<file path="src/rtl/ad1860_tx_if.sv">
// Sample-pair handshake between the upstream I2S deserializer and ad1860_tx.
// Signals:
//   l_sample_i / r_sample_i : 24-bit two's-complement left/right samples
//   valid_i                 : sample pair present
//   ready_o                 : transmitter holding buffer empty
// A pair transfers on a cycle where valid_i and ready_o are both high.
interface ad1860_tx_if;
  localparam int unsigned SAMPLE_W = 24;

  logic [SAMPLE_W-1:0] l_sample_i;
  logic [SAMPLE_W-1:0] r_sample_i;
  logic                valid_i;
  logic                ready_o;

  modport master (output l_sample_i, output r_sample_i, output valid_i, input ready_o);
  modport slave  (input l_sample_i, input r_sample_i, input valid_i, output ready_o);
endinterface

</file>
<file path="src/rtl/ad1860_tx.sv">
// Parallel-to-serial transmitter for a pair of AD1860-style DACs.
// Each accepted 24-bit sample pair is optionally dithered, rounded half-up and
// saturated to WORD bits, parked in a one-entry holding buffer, then shifted
// MSB-first on sdo_l_o/sdo_r_o with a shared bit clock and closed by an le_o
// low pulse (DACs latch on its falling edge).
// Ports:
//   mck_i    : system clock, rising edge
//   rst_i    : synchronous reset, active-high
//   bus      : sample-pair handshake (slave side)
//   bck_o    : free-running DAC bit clock, 2*CLK_DIV mck cycles per period
//   sdo_l_o  : left serial data
//   sdo_r_o  : right serial data
//   le_o     : shared latch enable
//   busy_o   : word shift/latch sequence in progress
module ad1860_tx #(
  parameter int unsigned CLK_DIV = 2,
  parameter int unsigned WORD    = 18,
  parameter int unsigned LE_LOW  = 2,
  parameter int unsigned DITHER  = 0
) (
  input  logic mck_i,
  input  logic rst_i,
  ad1860_tx_if.slave bus,
  output logic bck_o,
  output logic sdo_l_o,
  output logic sdo_r_o,
  output logic le_o,
  output logic busy_o
);

  localparam int unsigned SAMPLE_W = 24;
  localparam int unsigned EXT_W    = SAMPLE_W + 1;
  localparam int unsigned CNT_W    = (CLK_DIV > 1) ? $clog2(CLK_DIV) : 1;
  localparam int unsigned BC_MAX   = (WORD > LE_LOW) ? WORD : LE_LOW;
  localparam int unsigned BC_W     = $clog2(BC_MAX + 1);
  localparam int unsigned LFSR_W   = 6;

  localparam logic [CNT_W-1:0]  CNT_LAST = CNT_W'(CLK_DIV - 1);
  localparam logic [BC_W-1:0]   BC_WORD  = BC_W'(WORD);
  localparam logic [BC_W-1:0]   BC_LATCH = BC_W'(LE_LOW - 1);
  localparam logic signed [EXT_W-1:0] SAT_MAX = EXT_W'((1 << (WORD - 1)) - 1);
  localparam logic signed [EXT_W-1:0] SAT_MIN = -SAT_MAX - EXT_W'(1);
  localparam logic signed [EXT_W-1:0] RND     = EXT_W'(1 << (23 - WORD));

  typedef enum logic [1:0] {
    IDLE  = 2'd0,
    SHIFT = 2'd1,
    LATCH = 2'd2
  } state_t;

  state_t              state_q, state_d;
  logic [CNT_W-1:0]    cnt_q, cnt_d;
  logic                bck_q, bck_d;
  logic [BC_W-1:0]     bitcnt_q, bitcnt_d;
  logic [WORD-1:0]     sh_l_q, sh_l_d, sh_r_q, sh_r_d;
  logic [WORD-1:0]     buf_l_q, buf_l_d, buf_r_q, buf_r_d;
  logic                buf_full_q, buf_full_d;
  logic                ready_q, ready_d;
  logic                sdo_l_q, sdo_l_d, sdo_r_q, sdo_r_d;
  logic                le_q, le_d;
  logic                busy_q, busy_d;
  logic [LFSR_W-1:0]   lfsr_q, lfsr_d;

  logic wrap_c, fall_tick_c, accept_c;

  // Dither, round half-up and saturate one channel to WORD bits.
  function automatic logic [WORD-1:0] condition(input logic [SAMPLE_W-1:0] s,
                                                input logic [LFSR_W-1:0]   n);
    logic signed [EXT_W-1:0] d;
    logic signed [EXT_W-1:0] x;
    logic signed [EXT_W-1:0] y;
    d = (DITHER != 0) ? ($signed(EXT_W'(n)) - EXT_W'(32)) : '0;
    x = $signed({s[SAMPLE_W-1], s}) + d + RND;
    y = x >>> (SAMPLE_W - WORD);
    if (y > SAT_MAX)      condition = SAT_MAX[WORD-1:0];
    else if (y < SAT_MIN) condition = SAT_MIN[WORD-1:0];
    else                  condition = y[WORD-1:0];
  endfunction

  // State and output registers.
  always_ff @(posedge mck_i) begin
    if (rst_i) begin
      state_q    <= IDLE;
      cnt_q      <= '0;
      bck_q      <= 1'b0;
      bitcnt_q   <= '0;
      sh_l_q     <= '0;
      sh_r_q     <= '0;
      buf_l_q    <= '0;
      buf_r_q    <= '0;
      buf_full_q <= 1'b0;
      ready_q    <= 1'b1;
      sdo_l_q    <= 1'b0;
      sdo_r_q    <= 1'b0;
      le_q       <= 1'b1;
      busy_q     <= 1'b0;
      lfsr_q     <= LFSR_W'(1);
    end else begin
      state_q    <= state_d;
      cnt_q      <= cnt_d;
      bck_q      <= bck_d;
      bitcnt_q   <= bitcnt_d;
      sh_l_q     <= sh_l_d;
      sh_r_q     <= sh_r_d;
      buf_l_q    <= buf_l_d;
      buf_r_q    <= buf_r_d;
      buf_full_q <= buf_full_d;
      ready_q    <= ready_d;
      sdo_l_q    <= sdo_l_d;
      sdo_r_q    <= sdo_r_d;
      le_q       <= le_d;
      busy_q     <= busy_d;
      lfsr_q     <= lfsr_d;
    end
  end

  // Divider, holding buffer, LFSR and word sequencer next-state logic.
  always_comb begin
    state_d    = state_q;
    cnt_d      = cnt_q;
    bck_d      = bck_q;
    bitcnt_d   = bitcnt_q;
    sh_l_d     = sh_l_q;
    sh_r_d     = sh_r_q;
    buf_l_d    = buf_l_q;
    buf_r_d    = buf_r_q;
    buf_full_d = buf_full_q;
    sdo_l_d    = sdo_l_q;
    sdo_r_d    = sdo_r_q;
    le_d       = le_q;
    lfsr_d     = lfsr_q;

    wrap_c      = (cnt_q == CNT_LAST);
    fall_tick_c = bck_q & wrap_c;
    accept_c    = bus.valid_i & ready_q;

    cnt_d = wrap_c ? '0 : cnt_q + CNT_W'(1);
    bck_d = wrap_c ? ~bck_q : bck_q;

    // Accept and load are exclusive: one needs the buffer empty, the other full.
    if (accept_c) begin
      buf_l_d    = condition(bus.l_sample_i, lfsr_q);
      buf_r_d    = condition(bus.r_sample_i, lfsr_q);
      buf_full_d = 1'b1;
      lfsr_d     = {lfsr_q[4:0], lfsr_q[5] ^ lfsr_q[4] ^ lfsr_q[1]};
    end

    // Everything serial moves on the bck falling edge so it is settled at the rise.
    case (state_q)
      IDLE: begin
        if (fall_tick_c && buf_full_q) begin
          sdo_l_d    = buf_l_q[WORD-1];
          sdo_r_d    = buf_r_q[WORD-1];
          sh_l_d     = buf_l_q << 1;
          sh_r_d     = buf_r_q << 1;
          bitcnt_d   = BC_W'(1);
          buf_full_d = 1'b0;
          state_d    = SHIFT;
        end
      end
      SHIFT: begin
        if (fall_tick_c) begin
          if (bitcnt_q == BC_WORD) begin
            sdo_l_d  = 1'b0;
            sdo_r_d  = 1'b0;
            le_d     = 1'b0;
            bitcnt_d = '0;
            state_d  = LATCH;
          end else begin
            sdo_l_d  = sh_l_q[WORD-1];
            sdo_r_d  = sh_r_q[WORD-1];
            sh_l_d   = sh_l_q << 1;
            sh_r_d   = sh_r_q << 1;
            bitcnt_d = bitcnt_q + BC_W'(1);
          end
        end
      end
      LATCH: begin
        // bitcnt reused to count bck periods with le low.
        if (fall_tick_c) begin
          if (bitcnt_q == BC_LATCH) begin
            le_d     = 1'b1;
            bitcnt_d = '0;
            state_d  = IDLE;
          end else begin
            bitcnt_d = bitcnt_q + BC_W'(1);
          end
        end
      end
      default: state_d = IDLE;
    endcase

    ready_d = ~buf_full_d;
    busy_d  = (state_d != IDLE);
  end

  assign bus.ready_o = ready_q;
  assign bck_o       = bck_q;
  assign sdo_l_o     = sdo_l_q;
  assign sdo_r_o     = sdo_r_q;
  assign le_o        = le_q;
  assign busy_o      = busy_q;

endmodule

</file>
<file path="src/flat_wrapper.sv">
// flat-port wrapper written by rule: the top's interface ports become plain ports
module ad1860_tx_flat 
#(
  parameter int unsigned CLK_DIV = 2,
  parameter int unsigned WORD    = 18,
  parameter int unsigned LE_LOW  = 2,
  parameter int unsigned DITHER  = 0
)
  (mck_i, rst_i, bck_o, sdo_l_o, sdo_r_o, le_o, busy_o, bus_l_sample_i, bus_r_sample_i, bus_valid_i, bus_ready_o);
  ad1860_tx_if bus_i ();
  input  logic mck_i;
  input  logic rst_i;
  output logic bck_o;
  output logic sdo_l_o;
  output logic sdo_r_o;
  output logic le_o;
  output logic busy_o;
  input wire logic [$bits(bus_i.l_sample_i)-1:0] bus_l_sample_i;
  input wire logic [$bits(bus_i.r_sample_i)-1:0] bus_r_sample_i;
  input wire logic [$bits(bus_i.valid_i)-1:0] bus_valid_i;
  output wire logic [$bits(bus_i.ready_o)-1:0] bus_ready_o;
  assign bus_i.l_sample_i = bus_l_sample_i;
  assign bus_i.r_sample_i = bus_r_sample_i;
  assign bus_i.valid_i = bus_valid_i;
  assign bus_ready_o = bus_i.ready_o;
  ad1860_tx #(.CLK_DIV(CLK_DIV), .WORD(WORD), .LE_LOW(LE_LOW), .DITHER(DITHER)) u_core (.mck_i(mck_i), .rst_i(rst_i), .bus(bus_i), .bck_o(bck_o), .sdo_l_o(sdo_l_o), .sdo_r_o(sdo_r_o), .le_o(le_o), .busy_o(busy_o));
endmodule
</file>
<file path="config.mk">
export PLATFORM = sky130hd
export DESIGN_NAME = ad1860_tx_flat
export DESIGN_NICKNAME = d
export VERILOG_FILES = /design/src/rtl/ad1860_tx_if.sv /design/src/rtl/ad1860_tx.sv /design/src/flat_wrapper.sv
export SDC_FILE = /design/constraint.sdc
export NUM_CORES = 1
export LEC_CHECK = 0
export ABC_AREA = 1
export ABC_CLOCK_PERIOD_IN_PS = 1900
export CORE_UTILIZATION = 35
export CTS_BUF_LIST = sky130_fd_sc_hd__clkbuf_4 sky130_fd_sc_hd__clkbuf_8
export DETAILED_ROUTE_END_ITERATION = 8
export PLACE_DENSITY = 0.54
export SYNTH_ARGS = -nofsm -noshare
export SYNTH_HDL_FRONTEND = slang
export SYNTH_SLANG_ARGS = --single-unit
</file>
<file path="constraint.sdc">
create_clock -name mck_i -period 1.9 [get_ports mck_i]
set_input_delay 0.285 -clock mck_i [delete_from_list [all_inputs] [get_ports mck_i]]
set_output_delay 0.285 -clock mck_i [all_outputs]
set_load 0.02 [all_outputs]
</file>
# --- Word-level counts from Yosys, hierarchy flattened ---
# Cells that the tools add are included.
op_classes:
  n_shift: 0
  muxes: 40
  magnitude_cmp: 4
  addsub: 4
  div_mod_pow: 0
  mul: 0
  reduce_logical: 11
  eq_ne: 10
  bitwise_logic: 4
op_table:
  columns: ["operator", "count"]
  rows:
  - ["2-to-1 mux 18 bit", 10]
  - ["one-hot mux 18 bit (2 select lines)", 2]
  - ["adder 24 x 7 -> 25 bit (second input constant)", 2]
  - ["> comparator 19 x 18 -> 1 bit (second input constant)", 2]
  - ["less-than comparator 19 x 18 -> 1 bit (second input constant)", 2]
  - ["2-to-1 mux 5 bit", 5]
  - ["one-hot mux 5 bit (3 select lines)", 1]
  - ["2-to-1 mux 1 bit", 13]
  - ["2-to-1 mux 2 bit", 5]
  - ["inequality test 2 x 1 -> 1 bit (second input constant)", 5]
  - ["AND reduction 4 bit", 2]
  - ["one-hot mux 1 bit (2 select lines)", 3]
  - ["one-hot mux 2 bit (3 select lines)", 1]
  - ["nonzero test 2 bit", 3]
  - ["adder 5 x 1 -> 5 bit (second input constant)", 1]
  - ["== test 5 x 1 -> 1 bit (second input constant)", 1]
  - ["== test 5 bit (second input constant)", 1]
  - ["AND reduction 5 bit", 1]
  - ["AND reduction 3 bit", 1]
  - ["nonzero test 3 bit", 1]
  - ["bitwise AND 1 bit", 2]
  - ["== test 2 x 1 -> 1 bit (second input constant)", 1]
  - ["== test 2 bit (second input constant)", 1]
  - ["zero test 2 bit", 1]
  - ["other kinds (5)", 6]
totals:
  latch_bits: 0
  elab_cells: 87
  mem_bits_rw: 0
  mem_bits_ro: 0
  input_bits: 51
  register_bits: 87
  n_memories: 0

# --- Longest topological paths before layout ---
depth:
  ltp_word: 5
  mapped_depth: 12
  depth_no_buf: 12

# --- Least setup slack after synthesis ---
# Ideal clock, no wire load.
synth_path:
  kind: "flip-flop to flip-flop"
  startpoint: "register u_core.state_q[1]"
  endpoint: "register u_core.busy_q, in the netlist u_core.busy_o"
  arrival_time_ns: 1.548
  required_time_ns: 1.777
  period_less_slack_ns: 1.672
  path_slack_ns: 0.228
  stages_incl_launch_ff: 10
  path_cell_list: "dfxtp_1 -> inv_1 -> ha_1 -> buf_6 -> inv_1 -> buf_2 -> nand2_1 -> o21ai_0 -> nor2_1 -> or2_2"
synth_between:
  elab_chain_len: 4
synth_rtl:
  columns: ["element", "line", "text"]
  rows:
  - ["start: declaration", "ad1860_tx.sv:51", "state_t state_q, state_d;"]
  - ["start signal: assignment", "ad1860_tx.sv:99", "state_q <= state_d;"]
  - ["2-to-1 mux 2 bit (on tied branches)", "ad1860_tx.sv:181, ad1860_tx.sv:163", null]
  - ["2-to-1 mux 2 bit (on tied branches)", "ad1860_tx.sv:180, ad1860_tx.sv:162", null]
  - ["one-hot mux 2 bit (3 select lines) (*)", "ad1860_tx.sv:149", "case (state_q)"]
  - ["nonzero test 2 bit (*)", "ad1860_tx.sv:194", "busy_d = (state_d != IDLE);"]
  - ["end signal: assignment", "ad1860_tx.sv:112", "busy_q <= busy_d;"]
  - ["end: declaration", "ad1860_tx.sv:61", "logic busy_q, busy_d;"]
# Mark *: on every way between the ends. The rest lies on a longest branch, timed or not.
# A chain may end at the register's enable or synchronous reset.

# --- Worst setup path in the final report ---
layout_path:
  startpoint: "register u_core.state_q[1]"
  endpoint: "register u_core.sh_r_q[17]"
layout_between:
  elab_chain_len: 3
layout_rtl:
  columns: ["element", "line", "text"]
  rows:
  - ["== test 2 x 1 -> 1 bit / zero test 2 bit (equally long branches)", "ad1860_tx.sv:149", null]
  - ["inequality test 2 x 1 -> 1 bit (no source line), or another cell as far along", null, null]
  - ["AND reduction 4 bit (no source line)", null, null]
  - ["end signal: assignment", "ad1860_tx.sv:104", "sh_r_q <= sh_r_d;"]
  - ["end: declaration", "ad1860_tx.sv:55", "logic [WORD-1:0] sh_l_q, sh_l_d, sh_r_q, sh_r_d;"]
# Parallel ways exist; a longest one is shown, timed or not.

==> flow_metrics.tcl <==
set metrics [dict create \
    syn_inst 740 \
    ios 57 \
    cts.htree.levels 3 \
    fillers 1440 \
    slew_viol_final 0 \
    syn_nets 800 \
    clockRootBuffer "clkbuf_8" \
    antenna_found_initial 0 \
    wl_per_cell_um 11.15 \
    die_h_um 121.8 \
    crit_family "compound AO/OA/AOI/OAI gates" \
    max_freq_mhz 578.1 \
    gr-usage-all-layers 0.1656 \
    cp-end-kind "flop" \
    drive_gt1_frac 0.1749 \
    p_leak_nw 2.791 \
    ys_seq_elements 85 \
    yosys-top-cells-area "dfxtp_1 34%, nand2_1 11%, o21ai_0 7.8%, nor2_1 7.8%, inv_1 7.5%" \
    cp_slowest_cell "dfxtp_1" \
    crit_chain "inv_1, ha_2, nand2_2, nand2_4, a21oi_4, o21ai_4, buf_4, o21ai_0, nor2_1" \
    synth_cell_types 40 \
    avgSynthCellArea_sq_um 6.789 \
    vias_per_cell 4.531 \
    start_util 0.3605 \
    die_w_um 121.8 \
    syn_area_sq_mm 0.005024 \
    slowest_delay_ns 0.39 \
    cts_sinks 85 \
    fin_setup_tns_ns 0 \
    dieArea_sq_mm 0.01484 \
    crit_required_ns 2.16 \
    p_per_area_mw_per_mm2 674.0 \
    ys_dominant_reg_cell "dfxtp_1" \
    path_class "flop to flop" \
    core_sq_mm 0.01393 \
    fin_skew_ns 0.009613 \
    finalNetCount 901 \
    cts.clk_slew.worst_paths_ns 0.09 \
    dp_slack_ns -0.1367 \
    cp.arrival_ns 1.99 \
    layout_setup_ws_ns 0.1700 \
    slew_headroom 0.6616 \
    hold_violations 0 \
    place.gp.congestion 0.8915 \
    synth_edf_count 0 \
    hold_path.class "flop to flop" \
    clockBufferDepth 2 \
    synthArstFlopShare 0 \
    startpoint_type "flop" \
    r2r_setup_slack_ns 0.17 \
    cts_tree "built" \
    grt_pass1_vias 4319 \
    dpl.hpwl_um 8546 \
    grt_pass1_wl_um 19550 \
    ant_nets 0 \
    rows 43 \
    yosysTopAreaCell "dfxtp_1" \
    cts_buffers 9 \
    status "completed" \
    ys_warn_count 0 \
    synthTopCellsByCount "148 x nand2_1, 104 x nor2_1, 100 x inv_1" \
    holdBufCountCts 0 \
    drt_iter0_markers 252 \
    setup_viol 0 \
    hold-worst-slack_ns 0.4603 \
    yosysMostFrequentCell "nand2_1" \
    fin_crit_sh 0.9105 \
    routed_wl_um 11440 \
    cap_viol_max_count 0 \
    via_count 4649 \
    synth_seq_area_share 0.3387 \
    fin_crit_ns 1.730 \
    area_growth_pct 25.50 \
    synth_top_area_frac 0.3387 \
    final_core_util 0.4525 \
    tightest_slew_ns 0.5077 \
    grt_remaining_overflow 0 \
    drc 0 \
    insertion_delay_ns 0.37 \
    io_buffers 46 \
    antenna_cells 0 \
    drtPass1Iterations 5 \
    crit_buf_inv 2 \
    vdd_ir_drop_max_v 0.0002937 \
    grt_start_max_net_pins 61 \
    crit_fanout 15 \
]
-- cells in the final DEF (no fill, tap or decap), drive strengths merged --
cell           synthesis  routed
clkinvlp               0       2
o21ai                 82      82
xor2                  15      15
nor3                   7       7
nand3                 40      40
inv                  104     104
o31ai                  1       1
dfxtp                 85      85
o21a                   2       2
a211oi                 2       2
nor2                 120     120
bufinv                 0       3
clkdlybuf4s50          0      46
or2                    1       1
nand3b                 1       1
o22ai                  1       1
a31oi                  4       4
nor3b                  1       1
clkbuf                19      10
clkinv                 1       2
buf                   12      76
xnor2                 13      13
a21oi                 44      44
nand2                163     163
nand4                 12      12
ha                     9       9
-- layout make-up --
| cell class | instances | area [sq um] | share of cell area |
|---|---|---|---|
| multi-input combinational | 518 | 2664 | 0.4225 |
| sequential | 85 | 1702 | 0.2699 |
| timing repair buffer | 122 | 1069 | 0.1695 |
| clock inverter | 6 | 111.4 | 0.01766 |
| inverter | 105 | 402.9 | 0.06390 |
| clock buffer | 10 | 131.4 | 0.02084 |
| tap | 180 | 225.2 | 0.03572 |
-- logic make-up (layout without fill, tap and decap cells) --
group,count (synthesis),after routing,synth area share
and+or+nand+nor,345,345,0.3133
buffers and inverters,137,243,0.1330
AOI/OAI and AO/OA,136,136,0.1437
DFF,85,85,0.3387
xor gates and xnor gates,28,28,0.04882
adders and majority gates,9,9,0.02242
-- layer usage --
metal | track usage | wire, um
met1 | 0.2291 | 6021
met2 | 0.2592 | 4898
met3 | 0.02715 | 365
met4 | 0.05633 | 157
met5 | 0 | 0
-- metrics by stage --
step / power (W) / cell area [sq um] / instances
after floorplan: 0.002428 / 5024 / 740
after global placement: 0.002722 / 6028 / 1007
after detailed placement: 0.002734 / 6028 / 1007
after CTS: 0.004287 / 6271 / 1023
after global routing: 0.004462 / 6305 / 1026
final: 0.004249 / 6305 / 1026
-- sequential cells by signal (all words and copies together), names as in the netlist --
signal and cells:
u_core.sdo_r_o 1, u_core.state_q 2, u_core.buf_full_q 1, u_core.bitcnt_q 5, u_core.cnt_q 1, u_core.le_o 1
u_core.sh_l_q 17, u_core.buf_l_q 18, u_core.busy_o 1, u_core.bus.ready_o 1, u_core.sh_r_q 17, u_core.sdo_l_o 1
u_core.bck_o 1, u_core.buf_r_q 18
-- power breakdown --
part,leakage (nW),switching [W],internal [W]
Sequential,0.697,0.0000461,0.00189
Combinational,1.97,0.000408,0.000349
Clock,0.120,0.000666,0.000888
Total,2.79,0.00112,0.00313
-- final timing paths --
kind | startpoint | end | depth (start not counted)
hold reg to reg | u_core.cnt_q | u_core.cnt_q | 1
setup / recovery | u_core.state_q[1] | u_core.sh_r_q[17] | 9
hold / removal | u_core.cnt_q | u_core.cnt_q | 1
setup reg to reg | u_core.state_q[1] | u_core.sh_r_q[17] | 9
-- what timing repair did --
| item | in CTS | in global routing |
|---|---|---|
| gates resized for setup | 0 | 3 |
| setup buffers | 0 | 3 |
| setup endpoints to repair | 0 | 23 |
(Power assumes the default switching activity.)
